<file path="src/rtl/dmem_arbiter_if.sv">
// Requester and dmem-side signal bundle for dmem_arbiter.
// The arbiter uses the slave modport; requesters and memory sit on the master side.
interface dmem_arbiter_if;
  logic        m0_req, m0_we, m0_lock;
  logic [31:0] m0_addr, m0_wdata;
  logic        m0_gnt, m0_rvalid, m0_err;
  logic [31:0] m0_rdata;

  logic        m1_req, m1_we, m1_lock;
  logic [31:0] m1_addr, m1_wdata;
  logic        m1_gnt, m1_rvalid, m1_err;
  logic [31:0] m1_rdata;

  logic [31:0] mem_a, mem_wd, mem_rd;
  logic        mem_we;
  logic        lock_timeout;

  modport slave (
    input  m0_req, m0_we, m0_lock, m0_addr, m0_wdata,
    output m0_gnt, m0_rvalid, m0_rdata, m0_err,
    input  m1_req, m1_we, m1_lock, m1_addr, m1_wdata,
    output m1_gnt, m1_rvalid, m1_rdata, m1_err,
    output mem_a, mem_wd, mem_we, lock_timeout,
    input  mem_rd
  );

  modport master (
    output m0_req, m0_we, m0_lock, m0_addr, m0_wdata,
    input  m0_gnt, m0_rvalid, m0_rdata, m0_err,
    output m1_req, m1_we, m1_lock, m1_addr, m1_wdata,
    input  m1_gnt, m1_rvalid, m1_rdata, m1_err,
    input  mem_a, mem_wd, mem_we, lock_timeout,
    output mem_rd
  );
endinterface

</file>
<file path="src/rtl/dmem_arbiter.sv">
// Two-port round-robin arbiter in front of single-port dmem, with lock ownership,
// lock timeout and window/alignment checking. Responses are registered one cycle after grant.
module dmem_arbiter #(
  parameter logic [31:0] DMEM_BASE    = 32'h0010_0000,
  parameter int unsigned DMEM_SIZE    = 32768,
  parameter int unsigned LOCK_TIMEOUT = 64
) (
  input  logic           CLK,
  input  logic           RST,
  dmem_arbiter_if.slave  bus
);

  localparam int unsigned   CW      = $clog2(LOCK_TIMEOUT);
  localparam logic [CW-1:0] CNT_MAX = CW'(LOCK_TIMEOUT - 1);
  // 33-bit window bounds so a window ending at 4 GiB cannot wrap
  localparam logic [32:0]   WIN_LO  = {1'b0, DMEM_BASE};
  localparam logic [32:0]   WIN_HI  = WIN_LO + (33'(DMEM_SIZE) << 2);

  typedef struct packed {
    logic        req;
    logic        we;
    logic        lock;
    logic [31:0] addr;
    logic [31:0] wdata;
  } req_t;

  typedef struct packed {
    logic        rvalid;
    logic [31:0] rdata;
    logic        err;
  } rsp_t;

  typedef enum logic [1:0] {ARB, LOCK0, LOCK1} state_t;

  req_t   [1:0] rq;
  rsp_t   [1:0] rsp;
  logic   [1:0] valid, gnt;
  logic         gsel, own, timeout;
  logic         last, last_n;
  state_t       state, state_n;
  logic [CW-1:0] cnt, cnt_n;

  assign rq[0] = {bus.m0_req, bus.m0_we, bus.m0_lock, bus.m0_addr, bus.m0_wdata};
  assign rq[1] = {bus.m1_req, bus.m1_we, bus.m1_lock, bus.m1_addr, bus.m1_wdata};

  for (genvar i = 0; i < 2; i++) begin : g_chk
    logic [32:0] a33;
    assign a33      = {1'b0, rq[i].addr};
    assign valid[i] = (rq[i].addr[1:0] == 2'b00) && (a33 >= WIN_LO) && (a33 < WIN_HI);
  end

  always_ff @(posedge CLK or posedge RST) begin
    if (RST) begin
      state <= ARB;
      last  <= 1'b1;
      cnt   <= '0;
    end else begin
      state <= state_n;
      last  <= last_n;
      cnt   <= cnt_n;
    end
  end

  always_comb begin
    gnt     = '0;
    state_n = state;
    last_n  = last;
    cnt_n   = cnt;
    timeout = 1'b0;
    own     = (state == LOCK1);
    unique case (state)
      ARB: begin
        if (rq[0].req && (!rq[1].req || last)) gnt = 2'b01;
        else if (rq[1].req)                    gnt = 2'b10;
        if (|gnt) begin
          last_n = gnt[1];
          if (rq[gnt[1]].lock) begin
            state_n = gnt[1] ? LOCK1 : LOCK0;
            cnt_n   = '0;
          end
        end
      end
      LOCK0, LOCK1: begin
        gnt[own] = rq[own].req;
        last_n   = own;
        cnt_n    = cnt + 1'b1;
        // timeout wins even if the owner is re-asserting lock this cycle
        if (cnt == CNT_MAX) begin
          timeout = 1'b1;
          state_n = ARB;
        end else if (!rq[own].lock) begin
          state_n = ARB;
        end
      end
      default: state_n = ARB;
    endcase
    if (RST) gnt = '0;
  end

  assign gsel             = gnt[1];
  assign bus.m0_gnt       = gnt[0];
  assign bus.m1_gnt       = gnt[1];
  assign bus.mem_a        = (|gnt) ? (rq[gsel].addr - DMEM_BASE) : '0;
  assign bus.mem_wd       = (|gnt) ? rq[gsel].wdata : '0;
  assign bus.mem_we       = (|gnt) & rq[gsel].we & valid[gsel];
  assign bus.lock_timeout = timeout;

  always_ff @(posedge CLK or posedge RST) begin
    if (RST) begin
      rsp <= '0;
    end else begin
      for (int i = 0; i < 2; i++) begin
        rsp[i].rvalid <= gnt[i];
        rsp[i].rdata  <= (gnt[i] && !rq[i].we && valid[i]) ? bus.mem_rd : '0;
        rsp[i].err    <= gnt[i] && !valid[i];
      end
    end
  end

  assign bus.m0_rvalid = rsp[0].rvalid;
  assign bus.m0_rdata  = rsp[0].rdata;
  assign bus.m0_err    = rsp[0].err;
  assign bus.m1_rvalid = rsp[1].rvalid;
  assign bus.m1_rdata  = rsp[1].rdata;
  assign bus.m1_err    = rsp[1].err;

endmodule

</file>
<file path="src/flat_wrapper.sv">
// flat-port wrapper written by rule: the top's interface ports become plain ports
module dmem_arbiter_flat 
#(
  parameter logic [31:0] DMEM_BASE    = 32'h0010_0000,
  parameter int unsigned DMEM_SIZE    = 32768,
  parameter int unsigned LOCK_TIMEOUT = 64
)
  (CLK, RST, bus_m0_req, bus_m0_we, bus_m0_lock, bus_m0_addr, bus_m0_wdata, bus_m0_gnt, bus_m0_rvalid, bus_m0_rdata, bus_m0_err, bus_m1_req, bus_m1_we, bus_m1_lock, bus_m1_addr, bus_m1_wdata, bus_m1_gnt, bus_m1_rvalid, bus_m1_rdata, bus_m1_err, bus_mem_a, bus_mem_wd, bus_mem_we, bus_lock_timeout, bus_mem_rd);
  dmem_arbiter_if bus_i ();
  input  logic CLK;
  input  logic RST;
  input wire logic [$bits(bus_i.m0_req)-1:0] bus_m0_req;
  input wire logic [$bits(bus_i.m0_we)-1:0] bus_m0_we;
  input wire logic [$bits(bus_i.m0_lock)-1:0] bus_m0_lock;
  input wire logic [$bits(bus_i.m0_addr)-1:0] bus_m0_addr;
  input wire logic [$bits(bus_i.m0_wdata)-1:0] bus_m0_wdata;
  output wire logic [$bits(bus_i.m0_gnt)-1:0] bus_m0_gnt;
  output wire logic [$bits(bus_i.m0_rvalid)-1:0] bus_m0_rvalid;
  output wire logic [$bits(bus_i.m0_rdata)-1:0] bus_m0_rdata;
  output wire logic [$bits(bus_i.m0_err)-1:0] bus_m0_err;
  input wire logic [$bits(bus_i.m1_req)-1:0] bus_m1_req;
  input wire logic [$bits(bus_i.m1_we)-1:0] bus_m1_we;
  input wire logic [$bits(bus_i.m1_lock)-1:0] bus_m1_lock;
  input wire logic [$bits(bus_i.m1_addr)-1:0] bus_m1_addr;
  input wire logic [$bits(bus_i.m1_wdata)-1:0] bus_m1_wdata;
  output wire logic [$bits(bus_i.m1_gnt)-1:0] bus_m1_gnt;
  output wire logic [$bits(bus_i.m1_rvalid)-1:0] bus_m1_rvalid;
  output wire logic [$bits(bus_i.m1_rdata)-1:0] bus_m1_rdata;
  output wire logic [$bits(bus_i.m1_err)-1:0] bus_m1_err;
  output wire logic [$bits(bus_i.mem_a)-1:0] bus_mem_a;
  output wire logic [$bits(bus_i.mem_wd)-1:0] bus_mem_wd;
  output wire logic [$bits(bus_i.mem_we)-1:0] bus_mem_we;
  output wire logic [$bits(bus_i.lock_timeout)-1:0] bus_lock_timeout;
  input wire logic [$bits(bus_i.mem_rd)-1:0] bus_mem_rd;
  assign bus_i.m0_req = bus_m0_req;
  assign bus_i.m0_we = bus_m0_we;
  assign bus_i.m0_lock = bus_m0_lock;
  assign bus_i.m0_addr = bus_m0_addr;
  assign bus_i.m0_wdata = bus_m0_wdata;
  assign bus_m0_gnt = bus_i.m0_gnt;
  assign bus_m0_rvalid = bus_i.m0_rvalid;
  assign bus_m0_rdata = bus_i.m0_rdata;
  assign bus_m0_err = bus_i.m0_err;
  assign bus_i.m1_req = bus_m1_req;
  assign bus_i.m1_we = bus_m1_we;
  assign bus_i.m1_lock = bus_m1_lock;
  assign bus_i.m1_addr = bus_m1_addr;
  assign bus_i.m1_wdata = bus_m1_wdata;
  assign bus_m1_gnt = bus_i.m1_gnt;
  assign bus_m1_rvalid = bus_i.m1_rvalid;
  assign bus_m1_rdata = bus_i.m1_rdata;
  assign bus_m1_err = bus_i.m1_err;
  assign bus_mem_a = bus_i.mem_a;
  assign bus_mem_wd = bus_i.mem_wd;
  assign bus_mem_we = bus_i.mem_we;
  assign bus_lock_timeout = bus_i.lock_timeout;
  assign bus_i.mem_rd = bus_mem_rd;
  dmem_arbiter #(.DMEM_BASE(DMEM_BASE), .DMEM_SIZE(DMEM_SIZE), .LOCK_TIMEOUT(LOCK_TIMEOUT)) u_core (.CLK(CLK), .RST(RST), .bus(bus_i));
endmodule
</file>
<file path="config.mk">
export PLATFORM = sky130hd
export DESIGN_NAME = dmem_arbiter_flat
export DESIGN_NICKNAME = d
export VERILOG_FILES = /design/src/rtl/dmem_arbiter_if.sv /design/src/rtl/dmem_arbiter.sv /design/src/flat_wrapper.sv
export SDC_FILE = /design/constraint.sdc
export NUM_CORES = 1
export LEC_CHECK = 0
export CORE_AREA = 2 2 119 121
export CTS_CLUSTER_DIAMETER = 80
export DETAILED_ROUTE_END_ITERATION = 6
export DIE_AREA = 0 0 121 123
export DONT_BUFFER_PORTS = 1
export PLACE_DENSITY = 0.43
export SLEW_MARGIN = 5
export SYNTH_ARGS = -nofsm -noshare
export SYNTH_HDL_FRONTEND = slang
export SYNTH_SLANG_ARGS = --single-unit
</file>
<file path="constraint.sdc">
create_clock -name CLK -period 3.6 [get_ports CLK]
set_input_delay 1.08 -clock CLK [delete_from_list [all_inputs] [get_ports CLK]]
set_output_delay 1.08 -clock CLK [all_outputs]
set_load 0.005 [all_outputs]
</file>
# Word-level counts from Yosys, hierarchy flattened
# Index checks and enable logic that the tools add are counted.
# word_totals
ramBits	0
input_bits	168
latchBits	0
rom_bits	0
memories	0
regBits	77
output_inout_bits	136
# op_classes
order_cmp	8
shifts	0
n_mul	0
bitwise	3
n_div	0
add_sub_neg	2
reduce_logical	28
n_eq_ne	6
muxes	32
# op_table
cell	n
$mux 67	2
$mux 66	2
$mux 65	2
$mux 32	4
$ge 32x21->1 const B	2
$lt 32x21->1 const B	2
$sub 32x21->32 const B	1
$mux 2	9
$logic_and 1x1->1	12
$mux 6	2
$pmux 6 s2	1
$pmux 2 s2	2
$add 6x1->6 const B	1
$eq 6x6->1 const B	1
$logic_not 2->1	3
$lt 1x2->1 const B	3
$mux 1	6
$reduce_and 3->1	2
$reduce_or 2->1	3
$logic_not 1->1	5
$ne 2x1->1 const B	2
$ne 3x3->1 const B	1
$and 1x1->1	2
$and 2x2->2	1
8 further kinds	8

# Depth between registers and ports, before layout
# depth
depth_word	12
ltp_mapped	11
depth_no_buf	9

# Worst setup path before layout
# OpenSTA, ideal clock, no wires.
# synth_timing
kind	input to output
start	in bus_m1_req
end	out bus_mem_a[28]
path_stages	9
n_path_buf	2
path_slack_ns	-0.203
arrival_ns	2.723
cell_sequence	nor3b_2 > o21ai_2 > buf_6 > buf_2 > mux2i_1 > ha_1 > o211ai_2 > o31ai_1 > nor3b_1
# synth_via
elab_chain_len	11
word_cells_on_any_way	16
# synth_rtl
element	line	text
start: declaration	flat_wrapper.sv:21	input wire logic [$bits(bus_i.m1_req)-1:0] bus_m1_req;
$logic_not 1->1	dmem_arbiter.sv:73	if (rq[0].req && (!rq[1].req || last)) gnt = 2'b01;
$logic_or 1x1->1	dmem_arbiter.sv:73	
$logic_and 1x1->1	dmem_arbiter.sv:73	
$mux 2	dmem_arbiter.sv:73	
$mux 2	dmem_arbiter.sv:71	unique case (state)
$pmux 2 s2 *	dmem_arbiter.sv:71	
$mux 2 *	dmem_arbiter.sv:97	if (RST) gnt = '0;
$mux 66 (implied by the code)	dmem_arbiter.sv:103	assign bus.mem_a = (|gnt) ? (rq[gsel].addr - DMEM_BASE) : '0;
$mux 66	--	
$sub 32x21->32	dmem_arbiter.sv:103	
$mux 32 *	dmem_arbiter.sv:103	
end: declaration	flat_wrapper.sv:30	output wire logic [$bits(bus_i.mem_a)-1:0] bus_mem_a;
# Mark *: on every way between the ends. The rest lies on a longest branch, timed or not. The select of a mux whose other input is x is not followed.

# Final worst setup path
# layout_timing
start	in RST
end	out bus_mem_a[31]
# layout_via
elab_chain_len	5
word_cells_on_any_way	6
# layout_rtl
element	line	text
start: declaration	flat_wrapper.sv:11	input logic RST;
$mux 2 *	dmem_arbiter.sv:97	
$mux 66 (implied by the code)	dmem_arbiter.sv:103	
$mux 66	--	
$sub 32x21->32	dmem_arbiter.sv:103	
$mux 32 *	dmem_arbiter.sv:103	
# Marked as above.

==> metrics.cfg <==
[run]
maxCapViolCount=0

[drt]
via_per_inst=5.38
num_vias=3093
drtAntennaViolNets=0
drt_iter0_drc=191
drt-wirelength-per-cell_um=27.3
drc=0
totalWireLength_um=15700
first_pass_iters=6

[critical_path]
crit_family=simple AND/OR/NAND/NOR gates
crit_path_cell_trace=nor3b_4 -> o21ai_4 -> buf_12 -> mux2_4 -> or4_4 -> and3_4
worstReg2RegEnd=u_core.bus.m0_rdata[3]
ff2ff_setup_slack_ns=1.41
cp-startpoint=RST
critPathMaxFanout=8
cp_data_arrival_time_ns=2.52
worstSetupPathType=input port to output port
crit_end=bus_mem_a[31]
crit_cells=6
worst_setup_path_end_kind=output port
critPathBufInv=1
r2r-start=u_core.state[1]
cp_slowest_cell=or4_4
start_kind=input port
required_ns=2.52
worstRegToRegCells=8
max_stage_delay_ns=0.47

[synthesis]
yosysSeqAreaShare_pct=48.9
synthArstFlopShare_pct=100
synth.avg_cell_area_sq_um=10.7
synth_nets=541
synth_top_area_share_pct=48.2
synthCells=368
synth_flop_cell=dfrtp_1
synthesis.area_sq_um=3950
yosysUniqueCellTypes=53
ys_warn_count=0
yosys.area.top_type=dfrtp_1
synth.area.top_cells=dfrtp_1 48%, a22o_1 12%, and2_1 11%
synth-edff-count=0
synth-seq-cells=77
yosysMostFrequentCell=dfrtp_1
synth_common_cells=76 x dfrtp_1, 67 x and2_1, 56 x a22o_1, 17 x nor2_1

[global_routing]
grt.overflow.total=0
grt_max_degree=55
grt_pass1_vias=3002
grt_usage_pct=20.2
grt_pass1_wl_um=20800
antenna_found_initial=10

[clocking]
cts.path.max_buffers=2
clk_latency_ns=0.33
clkTransAtPathRegs_ns=0.06
cts_root_buf=clkbuf_16
cts_max_level=3
cts_tree=done
cts_made_buffers=9
cts_sinks=77

[timing]
setup_viol=0
hold_viol=0
rsz0062_at_grt=true
period_share_pct=99.9
worst_pin_slew_ns=0.616
finalCriticalPeriod_ns=3.60
fin_skew_ns=0.00433
maxSlewViolCount=0
relSlewSlack_pct=58.5
final.setup.tns_ns=0
max_freq_mhz=278

[floorplanning]
core_area_sq_um=13600
start_util_pct=29.0
num_io_pins=304
die_area_sq_um=14900
fp-row-count=43
dieHeight_um=123
die_w_um=121

[finish]
drive_above_1_share_pct=20.1
fin_nets=556
syn2layout_area_growth_pct=21.1
fin_cells=575
fill_cells=1361

[worst_hold_path]
hp-class=flip-flop to flip-flop

[placement]
dp_cells=549
hpwl_um=13100
gp_congestion=0.848
portBuffers=0

[power]
power_density_nw_per_um2=574
internal_power_mw=1.85
p_switching_uw=891
cellLeakagePower_nw=2.18
pwr-share-clk_pct=32.2
seqPwrFrac_pct=34.5
ir_drop_mv=0.162
combPwrFrac_pct=33.3
switching_share_pct=32.5

[outcome]
status=finished, final reports clean

-- sequential cells by signal, summed over array words and instances, names as in the netlist --
name and flops:
u_core.bus.m0_err 1, u_core.bus.m1_rvalid 1, u_core.bus.m0_rvalid 1, u_core.cnt 6
u_core.bus.m0_rdata 32, u_core.last 1, u_core.state 2, u_core.bus.m1_rdata 32
u_core.bus.m1_err 1
-- cells in the final DEF, fill, tap and decap left out, types with 3 or more instances in the layout --
cell type | synthesis | routed
dfrtp_1 | 76 | 76
and2_1 | 67 | 67
a22o_1 | 56 | 56
buf_4 | 0 | 22
nor2_1 | 17 | 16
nand2_1 | 15 | 15
mux2i_1 | 15 | 12
o21ai_0 | 9 | 9
clkbuf_16 | 0 | 9
diode_2 | 0 | 7
nor3_1 | 7 | 7
nand3_1 | 6 | 6
inv_1 | 8 | 5
a21oi_1 | 6 | 4
mux2_2 | 4 | 4
nand3b_1 | 4 | 4
buf_12 | 0 | 4
nand2b_1 | 3 | 3
o31ai_1 | 4 | 3
inv_2 | 1 | 3
xnor2_1 | 3 | 3
nor4b_1 | 3 | 3
-- worst min-delay path by stage --
stage	startpoint	end	slack, ns	depth (start not counted)
floorplan	u_core.cnt[5]	u_core.cnt[5]	0.44	1
global placement	u_core.cnt[5]	u_core.cnt[5]	0.47	1
detailed placement	u_core.cnt[5]	u_core.cnt[5]	0.47	1
CTS	u_core.cnt[5]	u_core.cnt[5]	0.49	1
global route	u_core.cnt[5]	u_core.cnt[5]	0.51	1
finish	u_core.cnt[5]	u_core.cnt[5]	0.49	1
-- through the flow --
step	cell area (sq um)	setup WS [ns]	power [mW]	hold WS (ns)	util, %
6_report	4780	0.00284	2.74	0.488	35.1
5_1_grt	4760	-0.0508	2.90	0.509	35.0
4_1_cts	4680	-0.0335	2.75	0.486	34.4
3_5_place_dp	4310	-0.110	1.80	0.474	31.7
3_3_place_gp	4310	-0.0680	1.79	0.475	31.7
2_1_floorplan	3990	-0.0283	1.56	0.444	-
-- area by class of cell --
type / count / area (sq um) / area share [%]
diodes: 7 / 17.5 / 0.367
clock buffers: 12 / 246 / 5.16
clock inverters: 4 / 47.5 / 0.995
inverters: 9 / 38.8 / 0.812
multi-input cells: 260 / 2030 / 42.5
flip-flops and latches: 77 / 1930 / 40.4
well taps: 180 / 225 / 4.71
repair buffers: 26 / 245 / 5.13
-- power groups by stage --
stage                     sequential (mW)  combinational (mW)  clock, mW
after CTS                           0.946               0.891      0.908
after floorplan                     0.947               0.616          0
after global routing                0.951                1.00      0.949
after detailed placement            0.960               0.845          0
after global placement              0.959               0.835          0
final                               0.947               0.913      0.883
-- worst reg2reg max path: cells and delay by family (launching register included) --
family | cells | cell delay (ns)
DFF | 1 | 0.40
and+or+nand+nor | 3 | 0.79
adders and majority gates | 1 | 0.26
buffers and inverters | 3 | 0.46
AOI/OAI and AO/OA | 1 | 0.22
-- cells by family (layout without fill, tap and decap cells) --
logic type                 after synthesis  after routing  synth area share (%)
AOI/OAI and AO/OA                       88             88                  18.1
xor gates and xnor gates                 4              4                 0.888
adders and majority gates                5              5                  1.59
buffers and inverters                   31             51                  3.58
DFF                                     77             77                  48.9
muxes                                   21             21                  5.71
other                                    0              7                     0
and+or+nand+nor                        142            142                  21.3
-- timing repair --
item	CTS	global route
pin swaps	6	5
setup buffers	2	1
hold buffers	0	0
resized for setup	10	14
setup endpoints to repair	62	11
-- routing by layer --
layer  wire length [um]  global-route usage (%)  share of wire, %
met1               5370                    21.9                34
met2               7510                    32.0                48
met3               2470                    13.3                16
met4                267                    6.69               1.7
met5                 51                       0              0.33
No activity file was read; power rests on OpenSTA's default activity.
